<file path="config.mk">
export PLATFORM = sky130hd
export DESIGN_NAME = tt_sel_ctrl
export DESIGN_NICKNAME = d
export VERILOG_FILES = /design/src/rtl/tt_sel_pkg.sv /design/src/rtl/tt_pad_sync.sv /design/src/rtl/tt_sel_ctrl.sv
export SDC_FILE = /design/constraint.sdc
export NUM_CORES = 1
export LEC_CHECK = 0
export BUFFER_PORTS_ARGS = -buffer_cell sky130_fd_sc_hd__buf_4
export CELL_PAD_IN_SITES_DETAIL_PLACEMENT = 1
export CELL_PAD_IN_SITES_GLOBAL_PLACEMENT = 1
export CORE_MARGIN = 4
export CORE_UTILIZATION = 48
export CTS_CLUSTER_DIAMETER = 100
export DETAILED_ROUTE_END_ITERATION = 8
export PLACE_DENSITY_LB_ADDON = 0.1
export SYNTH_ARGS = -nofsm -noshare
export SYNTH_HDL_FRONTEND = slang
export SYNTH_SLANG_ARGS = --single-unit
</file>
<file path="constraint.sdc">
create_clock -name clk -period 3.4 [get_ports clk]
set_clock_uncertainty 0.2 [all_clocks]
set_input_delay 0.17 -clock clk [delete_from_list [all_inputs] [get_ports clk]]
set_output_delay 0.17 -clock clk [all_outputs]
set_load 0.05 [all_outputs]
</file>
<file path="src/rtl/tt_sel_pkg.sv">
// Shared types and helpers for the tiny-tapeout selection controller:
// FSM encoding, spine address field widths and the address packing function.
package tt_sel_pkg;

    localparam int ROW_W  = 4;
    localparam int UM_W   = 5;
    localparam int ADDR_W = ROW_W + UM_W;

    typedef enum logic [1:0] {
        ST_IDLE   = 2'd0,
        ST_SETTLE = 2'd1,
        ST_ACTIVE = 2'd2,
        ST_GATE   = 2'd3
    } sel_state_e;

    function automatic logic [ADDR_W-1:0] pack_addr(
        input logic [ROW_W-1:0] row,
        input logic [UM_W-1:0]  um
    );
        return {row, um};
    endfunction

endpackage

</file>
<file path="src/rtl/tt_pad_sync.sv">
// Two-flop synchronizer for an asynchronous pad, with an optional debounce
// filter and a one-cycle rising-edge pulse on the filtered level.
module tt_pad_sync #(
    parameter int DEB_CYCLES = 4,
    parameter bit BYPASS     = 1'b0
) (
    input  logic clk,
    input  logic rst_n,
    input  logic pad_i,
    output logic level_o,
    output logic rise_o
);

    localparam int CNT_W = (DEB_CYCLES > 1) ? $clog2(DEB_CYCLES) : 1;

    logic             sync1_q, sync2_q;
    logic             filt_q, filt_d;
    logic             rise_q, rise_d;
    logic [CNT_W-1:0] cnt_q, cnt_d;

    // The filter only follows the synchronized level after it has differed
    // for DEB_CYCLES cycles in a row; any return to the old level restarts.
    always_comb begin
        filt_d = filt_q;
        cnt_d  = '0;
        if (BYPASS) begin
            filt_d = sync2_q;
        end else if (sync2_q != filt_q) begin
            if (cnt_q == CNT_W'(DEB_CYCLES - 1)) begin
                filt_d = sync2_q;
            end else begin
                cnt_d = cnt_q + 1'b1;
            end
        end
        rise_d = filt_d & ~filt_q;
    end

    always_ff @(posedge clk or negedge rst_n) begin
        if (!rst_n) begin
            sync1_q <= 1'b0;
            sync2_q <= 1'b0;
            filt_q  <= 1'b0;
            rise_q  <= 1'b0;
            cnt_q   <= '0;
        end else begin
            sync1_q <= pad_i;
            sync2_q <= sync1_q;
            filt_q  <= filt_d;
            rise_q  <= rise_d;
            cnt_q   <= cnt_d;
        end
    end

    assign level_o = BYPASS ? sync2_q : filt_q;
    assign rise_o  = rise_q;

endmodule

</file>
<file path="src/rtl/tt_sel_ctrl.sv">
// User-module selection controller: walks the spine address on debounced
// sel_inc pulses and sequences spine_ena so the address never moves while enabled.
module tt_sel_ctrl
    import tt_sel_pkg::*;
#(
    parameter int G_X           = 16,
    parameter int G_Y           = 24,
    parameter int DEB_CYCLES    = 4,
    parameter int SETTLE_CYCLES = 8
) (
    input  logic              clk,
    input  logic              rst_n,
    input  logic              ctrl_sel_rst_n,
    input  logic              ctrl_sel_inc,
    input  logic              ctrl_ena,
    output logic [ADDR_W-1:0] spine_addr,
    output logic              spine_ena,
    output logic              sel_busy
);

    localparam int UM_MAX  = 2 * G_X - 1;
    localparam int ROW_MAX = G_Y / 2 - 1;
    localparam int SCNT_W  = (SETTLE_CYCLES > 1) ? $clog2(SETTLE_CYCLES) : 1;
    localparam int PAD_INC = 0;

    logic [2:0] pad_vec;
    logic [2:0] pad_level;
    logic [2:0] pad_rise;
    logic       unused_pad;

    assign pad_vec = {ctrl_ena, ctrl_sel_rst_n, ctrl_sel_inc};

    for (genvar gi = 0; gi < 3; gi++) begin : g_pad
        tt_pad_sync #(
            .DEB_CYCLES (DEB_CYCLES),
            .BYPASS     (gi != PAD_INC)
        ) u_sync (
            .clk     (clk),
            .rst_n   (rst_n),
            .pad_i   (pad_vec[gi]),
            .level_o (pad_level[gi]),
            .rise_o  (pad_rise[gi])
        );
    end

    logic inc_pulse, sel_rst_lvl, ena_lvl;
    assign inc_pulse   = pad_rise[PAD_INC];
    assign sel_rst_lvl = pad_level[1];
    assign ena_lvl     = pad_level[2];
    assign unused_pad  = ^{pad_rise[2:1], pad_level[PAD_INC]};

    sel_state_e        state_q, state_d;
    logic [ROW_W-1:0]  row_q, row_d, row_inc;
    logic [UM_W-1:0]   um_q, um_d, um_inc;
    logic [SCNT_W-1:0] scnt_q, scnt_d;
    logic              ena_q, ena_d;
    logic              busy_q, busy_d;
    logic              advance;

    // Address successor: um wraps into the next row, the last row wraps to 0.
    always_comb begin
        um_inc  = um_q + 1'b1;
        row_inc = row_q;
        if (um_q == UM_W'(UM_MAX)) begin
            um_inc  = '0;
            row_inc = (row_q == ROW_W'(ROW_MAX)) ? '0 : row_q + 1'b1;
        end
    end

    always_comb begin
        state_d = state_q;
        row_d   = row_q;
        um_d    = um_q;
        scnt_d  = scnt_q;
        ena_d   = ena_q;
        advance = 1'b0;
        if (!sel_rst_lvl) begin
            state_d = ST_IDLE;
            row_d   = '0;
            um_d    = '0;
            scnt_d  = '0;
            ena_d   = 1'b0;
        end else if (!ena_lvl) begin
            state_d = ST_IDLE;
            scnt_d  = '0;
            ena_d   = 1'b0;
            advance = inc_pulse && (state_q == ST_IDLE || state_q == ST_SETTLE);
        end else begin
            case (state_q)
                ST_IDLE: begin
                    state_d = ST_SETTLE;
                    scnt_d  = '0;
                    advance = inc_pulse;
                end
                ST_SETTLE: begin
                    if (inc_pulse) begin
                        advance = 1'b1;
                        scnt_d  = '0;
                    end else if (scnt_q == SCNT_W'(SETTLE_CYCLES - 1)) begin
                        state_d = ST_ACTIVE;
                        scnt_d  = '0;
                        ena_d   = 1'b1;
                    end else begin
                        scnt_d = scnt_q + 1'b1;
                    end
                end
                ST_ACTIVE: begin
                    if (inc_pulse) begin
                        state_d = ST_GATE;
                        ena_d   = 1'b0;
                    end
                end
                // Enable already dropped last edge, so moving the address is safe.
                ST_GATE: begin
                    advance = 1'b1;
                    state_d = ST_SETTLE;
                    scnt_d  = '0;
                end
                default: state_d = ST_IDLE;
            endcase
        end
        if (advance) begin
            row_d = row_inc;
            um_d  = um_inc;
        end
        busy_d = (state_d == ST_SETTLE) || (state_d == ST_GATE);
    end

    always_ff @(posedge clk or negedge rst_n) begin
        if (!rst_n) begin
            state_q <= ST_IDLE;
            row_q   <= '0;
            um_q    <= '0;
            scnt_q  <= '0;
            ena_q   <= 1'b0;
            busy_q  <= 1'b0;
        end else begin
            state_q <= state_d;
            row_q   <= row_d;
            um_q    <= um_d;
            scnt_q  <= scnt_d;
            ena_q   <= ena_d;
            busy_q  <= busy_d;
        end
    end

    assign spine_addr = pack_addr(row_q, um_q);
    assign spine_ena  = ena_q;
    assign sel_busy   = busy_q;

endmodule
</file>
==> run summary <==
Dominant cell type by area after synthesis = dfrtp_1
Io pins = 16
R2r worst-path depth = 7
CP max stage cell = dfrtp_1
H-Tree Depth = 1
Filler instances = 274
Yosys top cell area share = 0.490
Highest Clock Rate = 0.451 GHz
Syn Area/Cell = 11.9 sq um
Pint = 413 uW
Vias in the first global route = 918
Sink Count = 25
Fin crit period = 2.22 ns
NetSw = 166 uW
Sequential cell area fraction in the yosys report = 0.490
Clk pin slew, worst setup/hold paths = 0.14 ns
Wirelength per Cell = 15.4 microns
Syn Inst Count = 107
Initial antenna violation count = 0
Num CTS Buffers = 3
Hold Crit Class = in2async
Die ar. = 3550 sq um
Grt ovf = 0
FP Rows = 18
Initial core utilization = 0.511
Slew @ Worst Pin = 0.347 ns
CTS tree = yes
Die span in x = 59.6 microns
Post-synth EDFFs = 0
CP bufs+invs = 1
Post-CTS Repair Setup Buffers = 0
Worst setup EP type = flip-flop
Final HPWL DP = 1.72 mm
Startpoint Class = flip-flop
CP max FO = 6
Max cap viols = 0
RSZ-0062 raised after global routing = false
CP Data Required Time = 3.44 ns
First-pass GRT wire length = 4.25 mm
Clock Tree Root = clkbuf_4
Combinational share of power = 0.169
Outcome = finished, final reports clean
VDD IR-drop max = 292 uV
Clk buf depth = 2
Area after DPL = 1420 sq um
DR vias/cell = 5.38
Largest net degree at the start of global routing = 26
Post-route cell area = 1490 sq um
Final Cycle Share = 0.653
Netlist cell types = 39
Setup-failing EPs final = 0
Drc violations = 0
Leak pwr = 0.000683 uW
DRT antenna net count = 0
DRT iter0 DRCs = 31
Cell area after synthesis = 1280 sq um
Ys flop type = dfrtp_1
Setup TNS after final layout = 0 ns
Via count = 856
Syn Nets = 123
Synthesis-stage register bit count = 25
Die height = 59.6 microns
CP Cell Sequence = ha_1, and3_1, ha_1, inv_1, o32ai_4, nand3_1, and3_1
Post-Route WL = 2.46 mm
Detailed Routing Iterations Pass 1 = 3
ANT cells = 0
PortBufs = 15
Power Dens Cells = 388 nW/um^2
Crit path DAT = 2.26 ns
Worst-Skew Late Latency = 0.33 ns
Final net count = 146
Top Family by Delay on Critical Path = simple AND/OR/NAND/NOR gates
Register share of total power = 0.590
Clk pwr share = 0.241
Max incr delay on CP = 0.45 ns
Crit path kind = reg2reg
Switching share of total power = 0.287
Warnings from Yosys = 0
Final Hold Fails = 0
Layout cells sized above 1 = 0.209
Slew HR = 0.768
Overall routing resource usage = 0.161
Synth async-reset ratio = 1.00
P&R area growth vs syn = 16.7%
Final slew viol count = 0
CP Depth = 7
Core area = 2500 sq um
Area contributors post-synth = dfrtp_1, ha_1, mux2i_1
Routability Congestion = 0.761
-- layer usage --
metal | GRT usage | part of all wire | up-vias
li1 | - | - | 428
met1 | 0.210 | 0.48 | 415
met2 | 0.264 | 0.49 | 9
met3 | 0.0196 | 0.022 | 4
met4 | 0.0759 | 0.015 | 0
met5 | 0 | 0 | -
-- placed cells by master (no fill, tap or decap), types with 2 or more instances in the layout --
master          n
dfrtp_1        25
buf_4          15
ha_1           11
nand2_1         9
nor2b_1         7
inv_1           5
mux2i_1         5
a21oi_1         4
dlygate4sd3_1   4
nor2_1          3
nand3_1         3
clkbuf_4        3
nor3_1          2
and3b_1         2
o21ai_0         2
and3_1          2
nand3b_1        2
-- final timing paths --
kind / from / end / slack [ns]
hold reg to reg: g_pad[1].u_sync.sync1_q$_DFF_PN0_ / g_pad[1].u_sync.level_o$_DFF_PN0_ / 0.17
hold / removal: rst_n / sel_busy$_DFF_PN0_ / 0.08
max in group asynchronous: rst_n / row_q[0]$_DFFE_PN0P_ / 2.68
setup / recovery: um_q[1]$_DFFE_PN0P_ / row_q[3]$_DFFE_PN0P_ / 1.18
setup reg to reg: um_q[1]$_DFFE_PN0P_ / row_q[3]$_DFFE_PN0P_ / 1.18
min in group clk: g_pad[1].u_sync.sync1_q$_DFF_PN0_ / g_pad[1].u_sync.level_o$_DFF_PN0_ / 0.17
-- cell type report --
class | count | area [sq um] | area share
Clock buffer | 3 | 22.5 | 0.0151
Clock inverter | 1 | 5.00 | 0.00336
Inverter | 5 | 18.8 | 0.0126
Multi-Input combinational cell | 76 | 628 | 0.421
Sequential cell | 25 | 626 | 0.420
Tap cell | 30 | 37.5 | 0.0252
Timing Repair Buffer | 19 | 153 | 0.102
-- kinds of logic after synthesis --
family	after synthesis	synth area share
adders and majority gates	11	0.108
buffers and inverters	6	0.0186
DFF	25	0.490
xor gates and xnor gates	1	0.00686
and+or+nand+nor	37	0.177
AOI/OAI and AO/OA	20	0.134
muxes	7	0.0656
-- power by group through the flow --
stage               clock network, uW  registers, uW  logic [uW]
floorplan                           0            350        61.3
global placement                    0            345        90.6
detailed placement                  0            348        94.4
CTS                               141            342        99.2
global route                      153            345         107
finish                            140            342        97.7
-- state kept, by name, summed over array words and instances (netlist names) --
| signal | cells |
|---|---|
| sel_busy | 1 |
| g_pad.u_sync.sync1_q | 3 |
| scnt_q | 3 |
| spine_ena | 1 |
| row_q | 4 |
| um_q | 5 |
| g_pad.u_sync.rise_o | 1 |
| g_pad.u_sync.level_o | 3 |
| g_pad.u_sync.sync2_q | 1 |
| state_q | 1 |
| g_pad.u_sync.cnt_q | 2 |
-- worst reg2reg max path, cell delays in order (launching register included) --
cell and delay, ns:
dfrtp_1 0.45, ha_1 0.20, and3_1 0.16, ha_1 0.28, inv_1 0.12, o32ai_4 0.40
nand3_1 0.13, and3_1 0.20
-- repair_timing --
action                                 CTS  global route
endpoints found under the hold margin   28             0
resized for setup                        0             0
hold buffers                             4             0
-- through the flow --
stage	utilization	power (uW)	hold WS [ns]	std cells	setup slack, ns
final	0.596	579	0.0824	159	1.18
after global routing	0.596	605	0.0960	159	1.02
after global placement	0.569	436	-0.113	151	1.28
after CTS	0.596	582	0.0645	159	1.19
after floorplan	-	412	-0.326	107	1.02
after detailed placement	0.569	442	-0.106	151	1.21
-- synth_stat cells, types with 2 or more instances --
master    instances
a21oi_1           4
and3b_1           2
o21ai_0           2
nand3_1           3
nor3_1            2
nand2_1           9
inv_1             5
and3_1            2
mux2i_1           5
nor2_1            3
dfrtp_1          25
ha_1             11
nand3b_1          2
nor2b_1           7
(Power assumes the default switching activity.)
